`config.mk`:
```
export PLATFORM = sky130hd
export DESIGN_NAME = skid_mux_nbit
export DESIGN_NICKNAME = d
export VERILOG_FILES = /design/src/rtl/skid_mux_nbit.sv
export SDC_FILE = /design/constraint.sdc
export NUM_CORES = 1
export LEC_CHECK = 0
export BUFFER_PORTS_ARGS = -buffer_cell sky130_fd_sc_hd__clkbuf_2
export CORE_UTILIZATION = 50
export CTS_CLUSTER_DIAMETER = 50
export DETAILED_ROUTE_END_ITERATION = 8
export PLACE_DENSITY = 0.85
export SLEW_MARGIN = 40
export SYNTH_ARGS = -nofsm -noshare
export SYNTH_HDL_FRONTEND = slang
export SYNTH_SLANG_ARGS = --single-unit
```
`constraint.sdc`:
```
create_clock -name clk -period 4.4 [get_ports clk]
set_input_delay 0.66 -clock clk [delete_from_list [all_inputs] [get_ports clk]]
set_output_delay 0.66 -clock clk [all_outputs]
set_load 0.02 [all_outputs]
```
`src/rtl/skid_mux_nbit.sv`:
```
// skid_mux_nbit: INPUTS-way N-bit registered operand selector with a 2-entry
// skid buffer. A word accepted at one edge appears on out_data after that edge.
// The block keeps full throughput while out_ready is high. Illegal selects
// deliver zero, raise out_sel_err and bump a saturating debug counter.
module skid_mux_nbit #(
  parameter int N      = 32,
  parameter int INPUTS = 4,
  parameter int SEL_W  = 2
) (
  input  logic                  clk,
  input  logic                  rst_n,
  input  logic [INPUTS*N-1:0]   in_bus,
  input  logic [SEL_W-1:0]      sel,
  input  logic                  in_valid,
  output logic                  in_ready,
  output logic [N-1:0]          out_data,
  output logic                  out_sel_err,
  output logic                  out_valid,
  input  logic                  out_ready,
  input  logic                  err_clr,
  output logic [7:0]            err_count
);

  typedef enum logic [1:0] {EMPTY = 2'd0, ONE = 2'd1, FULL = 2'd2} state_t;

  state_t         state, state_nxt;
  logic [N-1:0]   main_data, skid_data, word;
  logic           main_err, skid_err, word_err;
  logic           rdy, accept;

  // Channel select: zero word and error flag when no channel matches sel
  always_comb begin
    word     = '0;
    word_err = 1'b1;
    for (int k = 0; k < INPUTS; k++) begin
      if (sel == SEL_W'(k)) begin
        word     = in_bus[k*N +: N];
        word_err = 1'b0;
      end
    end
  end

  assign accept = in_valid & rdy;

  // State register
  always_ff @(posedge clk) begin
    if (!rst_n) state <= EMPTY;
    else        state <= state_nxt;
  end

  // Next-state logic
  always_comb begin
    state_nxt = state;
    case (state)
      EMPTY: if (accept) state_nxt = ONE;
      ONE: begin
        if (accept && !out_ready)      state_nxt = FULL;
        else if (!accept && out_ready) state_nxt = EMPTY;
      end
      FULL:    if (out_ready) state_nxt = ONE;
      default: state_nxt = EMPTY;
    endcase
  end

  // Output decode; in_ready comes from a flop so it never depends on out_ready
  always_comb begin
    out_valid   = (state != EMPTY);
    in_ready    = rdy;
    out_data    = main_data;
    out_sel_err = main_err;
  end

  // Ready flop: low during reset, otherwise high unless heading into FULL
  always_ff @(posedge clk) begin
    if (!rst_n) rdy <= 1'b0;
    else        rdy <= (state_nxt != FULL);
  end

  // Main/skid datapath; main changes only on an output transfer or when empty
  always_ff @(posedge clk) begin
    if (!rst_n) begin
      main_data <= '0;
      main_err  <= 1'b0;
      skid_data <= '0;
      skid_err  <= 1'b0;
    end else begin
      case (state)
        EMPTY: if (accept) begin
          main_data <= word;
          main_err  <= word_err;
        end
        ONE: begin
          if (accept && out_ready) begin
            main_data <= word;
            main_err  <= word_err;
          end else if (accept) begin
            skid_data <= word;
            skid_err  <= word_err;
          end
        end
        FULL: if (out_ready) begin
          main_data <= skid_data;
          main_err  <= skid_err;
          skid_data <= '0;
          skid_err  <= 1'b0;
        end
        default: ;
      endcase
    end
  end

  // Saturating illegal-select counter; a clear plus an illegal accept leaves 1
  always_ff @(posedge clk) begin
    if (!rst_n)
      err_count <= 8'd0;
    else if (err_clr)
      err_count <= (accept && word_err) ? 8'd1 : 8'd0;
    else if (accept && word_err && err_count != 8'hFF)
      err_count <= err_count + 8'd1;
  end

endmodule

```
=== Word level (Yosys, flattened, before mapping) ===
Index checks and enable logic that the tools add are counted.

* Bits in registers: 77
* Bits of input ports: 135
* Output and inout port bits: 43
* Word-level logic and storage cells: 66

* Add/sub/neg operators: 1
* Equal/unequal tests: 12
* Mux-type cells: 30
* Bitwise logic cells: 1
* Reductions and logical operators: 15

{| class="wikitable"
|+ Operator list
! cell !! count
|-
| $mux 32 || 9
|-
| $pmux 32 s3 || 1
|-
| $pmux 32 s2 || 1
|-
| $mux 8 || 2
|-
| $ne 2x2->1 const B || 6
|-
| $mux 1 || 10
|-
| $add 8x1->8 const B || 1
|-
| $mux 2 || 4
|-
| $ne 8x8->1 const B || 1
|-
| $reduce_and 4->1 || 2
|-
| $eq 2x2->1 const B || 3
|-
| $pmux 2 s3 || 1
|-
| $reduce_bool 2->1 || 3
|-
| $logic_and 1x1->1 || 5
|-
| $eq 2x1->1 const B || 2
|-
| $logic_not 2->1 || 2
|-
| $pmux 1 s3 || 1
|-
| $reduce_bool 3->1 || 1
|-
| $logic_not 1->1 || 2
|-
| $pmux 1 s2 || 1
|-
| $and 1x1->1 || 1
|}

=== Longest topological paths before layout ===
Gate-level depths: netlist of the first run.

* Depth after elaboration: 9
* Mapped depth: 7

=== Worst setup path before layout of the first run ===
OpenSTA, ideal clock, no wires.

* Path kind: in2reg
* Start point: input port sel[0]
* End point: register main_data[10], in the netlist out_data[10]
* Setup time: 0.119 ns
* Data arrival time: 1.600 ns
* Data required time: 4.281 ns
* Slack: 2.681 ns
* Stages: 5
* Path buffers: 2
* Cells stage by stage: buf_4 > buf_2 > mux2i_1 > o22ai_1 > o221a_2

* Word-level cells in the longest chain between the ends: 7
* Elaborated cells between the ends (all ways): 11
* Those cells by class: eq/ne: 3; mux: 7; reduce/logical: 1

{| class="wikitable"
|+ Ends and longest elaborated chain
! what !! RTL line !! source
|-
| start: declaration || 13 || <nowiki>input logic [SEL_W-1:0] sel,</nowiki>
|-
| $logic_not 2->1 || 36 || <nowiki>if (sel == SEL_W'(k)) begin</nowiki>
|-
| $mux 32 (3 in series) || 36 ||
|-
| $mux 32 * || 36 ||
|-
| $mux 32, on equally long branches || 93, 88 ||
|-
| $pmux 32 s3 * || 87 || <nowiki>case (state)</nowiki>
|-
| end signal: assignment || 89 || <nowiki>main_data <= word;</nowiki>
|-
| end signal: assignment || 94 || <nowiki>main_data <= word;</nowiki>
|-
| end signal: assignment || 102 || <nowiki>main_data <= skid_data;</nowiki>
|-
| end: declaration || 27 || <nowiki>logic [N-1:0] main_data, skid_data, word;</nowiki>
|}

Every way passes the cells marked *; elsewhere a longest branch is shown, timed or not. The select of a mux whose other input is x is not followed.
A chain may end at the register's enable or synchronous reset.

==> results.txt, run 1 <==
----------------------------------------------------
[Outcome]
  Outcome ... complete, no violations

[Drt]
  Detailed-route vias per instance ... 5.62
  Routed vias ... 3395
  DR WL/cell ... 15.8 um
  Antenna-violating nets left ... 0
  Drt initial violations ... 236
  Overall routed net length ... between 9 and 10 mm
  DRC ... 0
  DRT Pass-1 Iters ... 5

[Timing]
  Period Utilization, post-route ... 50.6%
  Post-Route Hold Slack ... ~0.46 ns
  Slack of the critical path ... about 2.2 ns
  Number of failing setup endpoints in the final timing report ... 0
  Transition time of the tightest slew-check pin ... between 0.7 and 0.8 ns
  Fin. Hold Viols ... 0
  Worst clock skew on the final layout ... approximately 0.0062 ns
  Final critical path time including I/O delays and setup ... 2.23 ns
  Headroom to the max-slew limit ... 46.7%
  Maximum frequency from static timing analysis ... 449 MHz
  RSZ-0062 raised after global routing ... no
  Post-route setup TNS ... 0 ns
  Final Max Tran Viols ... 0

[Global route]
  Met1 capacity usage during global routing ... 31.2%
  Vias in the first global route ... 3319
  Global Route Usage Sum ... 25.1%
  Maximum number of pins on one net before global-route repair ... 65
  Overflow after GRT ... 0
  Wire length of the first global-routing pass ... 15.3 mm
  Global-route met3 utilization ... 4.66%
  Global routing met2 resource utilization ... 43.4%
  GR peak layer ... met2
  Antenna violations before repair ... 0

[CTS]
  Number of hold buffers added after CTS ... 0
  Number of clock sinks seen by CTS ... 77
  Resized cells post-CTS ... 0
  Cell at the root of the clock tree ... sky130_fd_sc_hd__clkbuf_8
  Buffer count from post-CTS setup fixing ... 0
  CTS buffer count ... 9
  H-tree depth ... 3
  Clock insertion delay at the later pin of the skew report ... 0.34 ns
  CTS tree ... done
  Buffer levels on the longest clock path ... 2
  Clock edge transition at the registers on the reported setup and hold paths ... roughly 0.08 ns

[Place]
  Final RePlAce weighted congestion ... roughly 0.81
  Pre-CTS setup slack ... 1.59 ns
  Buffers added on ports ... around 180
  Detailed-placement wirelength estimate ... about 6.7 mm
  Cells after DPL ... around 590

[Worst setup path]
  Type of the worst setup path ... in2reg
  Req. time, crit path ... between 4 and 5 ns
  Data arrival time of the critical path ... 2.51 ns
  Worst reg2reg setup slack ... approximately 2.3 ns
  Slowest cell delay on critical path ... 0.71 ns
  Highest fanout seen on the critical path ... 40
  Startpoint class of the critical path ... input port
  Critical Path, Cell by Cell ... clkbuf_2, a21boi_2, buf_4, a22o_1
  CP max-delay cell ... sky130_fd_sc_hd__a21boi_2
  CP endpoint kind ... flip-flop

[Finish]
  Cell Count, Final, Fillers Out ... between 600 and 700
  Leading cell types in the layout, fill and taps excluded ... sky130_fd_sc_hd__clkbuf_2, sky130_fd_sc_hd__dfxtp_1, sky130_fd_sc_hd__mux2i_1
  Nets ... about 640
  Leading cell type in the layout, fill and taps excluded ... sky130_fd_sc_hd__clkbuf_2
  Area growth from synthesis to layout ... 29.2%
  Share of post-route cells with drive strength above 1 ... a little under half
  Ant. Diodes ... 0

[Synthesis]
  Proportion of netlist area held by the largest area contributor ... 41.5%
  Top area cells in the synthesized netlist ... sky130_fd_sc_hd__dfxtp_1, sky130_fd_sc_hd__mux2i_1, sky130_fd_sc_hd__o221a_2, sky130_fd_sc_hd__a22o_1, sky130_fd_sc_hd__o22a_1
  Combined area of all synthesized cells ... 3720 um^2
  Synthesized netlist cell count ... around 340
  Yosys Warn Count ... 0
  Number of enable-type register cells in the synthesized netlist ... 0
  Proportion of register bits with asynchronous set or reset after synthesis ... 0%
  Synthesized area divided by synthesized cell count ... between 10 and 15 um^2
  Seq cells post-synth ... 77
  Synthesized net count ... 478
  Portion of the post-synthesis area used by sequential elements ... between 40% and 50%
  Top flip-flop cell by instance count after synthesis ... sky130_fd_sc_hd__dfxtp_1
  Number of distinct library cell variants in the gate-level netlist after synthesis ... 27
  Library cell with the largest summed area after synthesis ... sky130_fd_sc_hd__dfxtp_1

[Power]
  Switch Pwr ... 0.000430 W
  IR Drop Worst-Case VDD ... 0.191 mV
  Sw frac ... 28.5%
  Standby leakage power ... 2.30 nW
  Internal Pwr Total ... 0.00108 W
  Ratio of total power to cell area ... approximately 310 nW/um^2
  Fraction of power consumed by the clock network ... between 30 and 40%
  Part of the power in combinational logic ... 20.7%
  Power share of the sequential group ... 49.1%

[Floorplan]
  Floorplan row count ... 31
  Floorplan die height ... 88.2 um
  Number of I/O pins ... 178
  Die outline area ... 7780 um^2
  Std-Cell Core Area ... 7210 um^2
  Die outline width ... 88.2 um
  Starting density of the core ... 51.5%

[Run]
  Max cap viols ... 0

[Min path]
  Class of the tightest hold or removal check ... reg2reg

----------------------------------------------------
[worst paths after layout]
path	from	endpoint	depth (start not counted)
max	rst_n	skid_data[22]	4
min	err_count[3]	err_count[3]	1
max reg2reg	state[0]	skid_data[22]	5
min reg2reg	err_count[3]	err_count[3]	1
[layout make-up]
type | instances | area (um^2)
inverter | 1 | 3.75
tap | 99 | 124
sequential | 77 | 1540
fill | 603 | 2410
clock buffer | 10 | 128
timing repair buffer | 183 | 965
multi-input combinational | 228 | 2000
clock inverter | 6 | 40.0
[critical path: cells and delay by family]
family / cells / cell delay [ns]
buffers and inverters: 2 / 0.94
AOI/OAI and AO/OA: 2 / 0.89
[routing by layer]
layer,vias to the layer above,share of wire (%)
li1,1693,-
met1,1572,43
met2,118,51
met3,12,4.9
met4,0,1.2
met5,-,0
[power groups by stage]
stage	logic (W)	registers [W]	clock network [W]
global route	0.000339	0.000746	0.000497
floorplan	0.000168	0.000786	0
detailed placement	0.000308	0.000759	0
CTS	0.000309	0.000743	0.000466
global placement	0.000301	0.000758	0
finish	0.000313	0.000743	0.000456
[cells in the mapped netlist (all sizes together), types with 3 or more instances]
library cell,instances
buf,25
clkbuf,12
dfxtp,77
o22ai,32
o22a,32
nor2b,3
o221a,32
a21oi,3
nand2,7
and2,10
a22o,32
mux2i,64
[metrics by stage]
| step | total power (W) | utilization, % | cell area [um^2] |
|---|---|---|---|
| final | 0.00151 | 66.6 | 4800 |
| after floorplan | 0.000953 | - | 3720 |
| after detailed placement | 0.00107 | 63.7 | 4590 |
| after global routing | 0.00158 | 66.6 | 4800 |
| after global placement | 0.00106 | 63.6 | 4590 |
| after CTS | 0.00152 | 66.0 | 4760 |
[state kept, by name, indices dropped and copies added (netlist names)]
| signal | count |
|---|---|
| state | 2 |
| out_data | 32 |
| skid_data | 32 |
| in_ready | 1 |
| out_sel_err | 1 |
| skid_err | 1 |
| err_count | 8 |
[cells by family (layout without fill, tap and decap cells)]
logic type             count (synthesis)  after routing  synth area share [%]
multiplexers                          64             64                  17.2
buffers and inverters                 38            200                  5.15
AO/OA/AOI/OAI                        135            135                  31.4
AND/OR/NAND/NOR                       29             29                  4.71
flip-flops                            77             77                  41.5
(Power assumes the default switching activity.)
==> run 2, diff against run 1 <==
ABC_AREA = 1   (was default)
CORE_UTILIZATION = 44   (was 50)
PLACE_DENSITY = 0.77   (was 0.85)
clock period = 1.83 ns   (was 4.4 ns; I/O delays follow)
==> run 2 against run 1 <==
Non-clock buffer count rose by 10. First-iteration DRC count rose by 10%. Register-to-register slack got worse by 1.9 ns. Clock power rose to 2.9 times the previous value. Total power rose to 2.6 times the previous value. Synthesized cell count rose by 110%. Critical endpoint is now out_data[16]. Largest power group unchanged. Highest routed layer unchanged. Wire length rose by 43%. Global-route usage rose by 2.7 points. Via count rose by 50%. Sequential share of layout area fell by 4.5 points.
==> results.txt, run 2 <==
----------------------------------------------------
[Synthesis]
  Synthesized netlist cell count ... 729 (+110%)
  Seq cells post-synth ... 77 (unchanged)
  Synth cell count leaders ... sky130_fd_sc_hd__nand2_1, sky130_fd_sc_hd__nand3_1, sky130_fd_sc_hd__nor2_1
  Library cell with the largest summed area after synthesis ... sky130_fd_sc_hd__dfxtp_1
  Most frequent cell after synthesis ... sky130_fd_sc_hd__nand2_1
  Portion of the post-synthesis area used by sequential elements ... 35.2% (-6.3 points)
  Top flip-flop cell by instance count after synthesis ... sky130_fd_sc_hd__dfxtp_1
  Combined area of all synthesized cells ... 4380 um^2 (+18%)
  Yosys Warn Count ... 0 (unchanged)
  Proportion of netlist area held by the largest area contributor ... 35.2% (-6.3 points)
  Top area cells in the synthesized netlist ... sky130_fd_sc_hd__dfxtp_1, sky130_fd_sc_hd__nand3_1, sky130_fd_sc_hd__nand2_1, sky130_fd_sc_hd__a21oi_1, sky130_fd_sc_hd__nor2_1
  Synthesized net count ... 864 (+81%)
  Proportion of register bits with asynchronous set or reset after synthesis ... 0% (unchanged)
  Synthesized area divided by synthesized cell count ... 6.01 um^2 (-45%)
  Number of distinct library cell variants in the gate-level netlist after synthesis ... 16 (-41%)
  Number of enable-type register cells in the synthesized netlist ... 0 (unchanged)

[Power]
  IR Drop Worst-Case VDD ... 0.367 mV (+92%)
  Standby leakage power ... 2.91 nW (+26%)
  Overall power of the completed layout ... 0.00391 W (+160%)
  Ratio of total power to cell area ... 700 nW/um^2 (+120%)

[Run]
  Max cap viols ... 0 (unchanged)

[Drt]
  Detailed-route vias per instance ... 5.02 (-11%)
  Drt initial violations ... 260 (+10%)
  Routed vias ... 5086 (+50%)
  Antenna-violating nets left ... 0 (unchanged)
  DRT Pass-1 Iters ... 4 (-1)
  DR WL/cell ... 13.5 um (-15%)
  Overall routed net length ... 13.6 mm (+43%)
  DRC ... 0 (unchanged)

[Timing]
  Post-route setup TNS ... 0 ns (unchanged)
  Headroom to the max-slew limit ... 68.6% (+22 points)
  Number of failing setup endpoints in the final timing report ... 0 (unchanged)
  RSZ-0062 raised after global routing ... no
  Maximum frequency from static timing analysis ... 722 MHz
  Post-Route Hold Slack ... 0.182 ns (-0.283 ns)
  Final Max Tran Viols ... 0 (unchanged)
  Fin. Hold Viols ... 0 (unchanged)
  Worst clock skew on the final layout ... 0.0100 ns (+0.00379 ns)
  Period Utilization, post-route ... 75.7%
  Transition time of the tightest slew-check pin ... 0.471 ns (-0.329 ns)
  Final critical path time including I/O delays and setup ... 1.38 ns

[Floorplan]
  Floorplan row count ... 36 (+16%)
  Die outline width ... 102 um (+15%)
  Die outline area ... 10400 um^2 (+33%)
  Starting density of the core ... 45.0% (-6.5 points)
  Std-Cell Core Area ... 9730 um^2 (+35%)
  Floorplan die height ... 102 um (+15%)
  Number of I/O pins ... 178 (unchanged)

[Worst setup path]
  Worst setup path startpoint ... state[0]
  CP endpoint kind ... flip-flop
  Type of the worst setup path ... reg2reg
  Depth of the worst register-to-register path ... 6 (+1)
  Startpoint class of the critical path ... flip-flop
  Worst Setup EP ... out_data[16]
  Req. time, crit path ... 2.07 ns (-2.61 ns)
  Reg2Reg Capture Point ... out_data[16]
  Worst reg2reg setup slack ... 0.45 ns (-1.86 ns)
  Data arrival time of the critical path ... 1.63 ns (-0.88 ns)
  Highest fanout seen on the critical path ... 32 (-20%)
  Origin of the critical flop-to-flop path ... state[0]

[CTS]
  Resized cells post-CTS ... 0 (unchanged)
  Number of clock sinks seen by CTS ... 77 (unchanged)
  Clock edge transition at the registers on the reported setup and hold paths ... 0.08 ns (about the same)
  CTS tree ... done
  Cell at the root of the clock tree ... sky130_fd_sc_hd__clkbuf_8
  Buffer count from post-CTS setup fixing ... 0 (unchanged)
  Number of hold buffers added after CTS ... 0 (unchanged)
  Buffer levels on the longest clock path ... 2 (unchanged)
  CTS buffer count ... 9 (unchanged)
  H-tree depth ... 3 (unchanged)
  Clock insertion delay at the later pin of the skew report ... 0.34 ns (about the same)

[Finish]
  Nets ... 1011 (+59%)
  Share of the core filled with cells in the final layout ... 57.4% (-9.2 points)
  Share of post-route cells with drive strength above 1 ... 24.7% (-22 points)
  Cell Count, Final, Fillers Out ... 1013 (+68%)
  Leading cell type in the layout, fill and taps excluded ... sky130_fd_sc_hd__clkbuf_2
  Area growth from synthesis to layout ... 27.5%
  Multi-input combinational cell area ... 2310 um^2 (+15%)
  Ant. Diodes ... 0 (unchanged)
  Area taken by flip-flops and latches ... 1540 um^2 (unchanged)
  Count of fill cells added during filler insertion ... 1025 (+70%)
  Leading cell types in the layout, fill and taps excluded ... sky130_fd_sc_hd__clkbuf_2, sky130_fd_sc_hd__nand2_1, sky130_fd_sc_hd__nand3_1

[Global route]
  Vias in the first global route ... 4637 (+40%)
  Maximum number of pins on one net before global-route repair ... 67 (+3.1%)
  Antenna violations before repair ... 0 (unchanged)
  Wire length of the first global-routing pass ... 22.4 mm (+46%)
  Overflow after GRT ... 0 (unchanged)
  Global Route Usage Sum ... 27.7% (+2.7 points)

[Place]
  Buffers added on ports ... 177 (unchanged)
  Detailed-placement wirelength estimate ... 9.67 mm (+45%)
  Final RePlAce weighted congestion ... 0.964 (+19%)
  Cells after DPL ... 998 (+70%)

[Min path]
  Hold Path Origin ... out_ready
  Class of the tightest hold or removal check ... in2reg

[Outcome]
  Outcome ... complete, no violations

----------------------------------------------------
[run 2: cell types whose count changed after synthesis, sizes merged, moves of 64 or more]
cell	previous run	this run
nand2	7	151
nand3	1	129
nor2	0	110
a21oi	3	98
inv	1	72
mux2i	64	0
[run 2: cell families after synthesis]
kind of cell,Yosys count,share of synthesized area (%)
AO/OA/AOI/OAI,133,15.2
buffers and inverters,129,12.3
flip-flops,77,35.2
AND/OR/NAND/NOR,390,37.3
[run 2: worst min path at each step]
stage,to,cells after the start
floorplan,skid_err,2
global route,state[0],3
detailed placement,err_count[0],2
finish,state[0],3
CTS,state[0],3
global placement,err_count[3],2
[run 2: where the power goes]
group | total [W] | switching [W] | internal, W | leakage [nW]
registers | 0.00179 | 0.0000385 | 0.00175 | 0.628
clock network | 0.00130 | 0.000634 | 0.000662 | 0.0948
logic | 0.000826 | 0.000499 | 0.000326 | 2.18
[run 2: cell type report]
| class | count | area share (%) |
|---|---|---|
| inverter | 72 | 4.84 |
| sequential | 77 | 27.6 |
| tap | 133 | 2.98 |
| multi-input combinational | 523 | 41.3 |
| clock buffer | 10 | 2.46 |
| clock inverter | 5 | 1.05 |
| timing repair buffer | 193 | 19.8 |
[run 2: critical path: stages (launching register included)]
cell and delay (ns):
sky130_fd_sc_hd__dfxtp_1 0.37, sky130_fd_sc_hd__inv_1 0.09, sky130_fd_sc_hd__nand2_1 0.11, sky130_fd_sc_hd__buf_4 0.37, sky130_fd_sc_hd__nor2_1 0.09, sky130_fd_sc_hd__a21oi_1 0.16, sky130_fd_sc_hd__a21oi_1 0.08
[run 2: per-layer routing]
layer / wire length, um / share of wire (%) / global-route usage, % / vias up
met2: 6570 / 48 / 47.5 / 178
met1: 5990 / 44 / 34.4 / 2248
met4: 320 / 2.3 / 9.48 / 0
met5: 0 / 0 / 0 / -
li1: - / - / - / 2631
met3: 759 / 5.6 / 5.87 / 29
[run 2: through the flow]
| step | worst slack [ns] | area (um^2) |
|---|---|---|
| after floorplan | 0.465 | 4380 |
| final | 0.445 | 5590 |
| after global routing | 0.322 | 5590 |
| after CTS | 0.441 | 5590 |
| after global placement | 0.384 | 5390 |
| after detailed placement | 0.323 | 5390 |
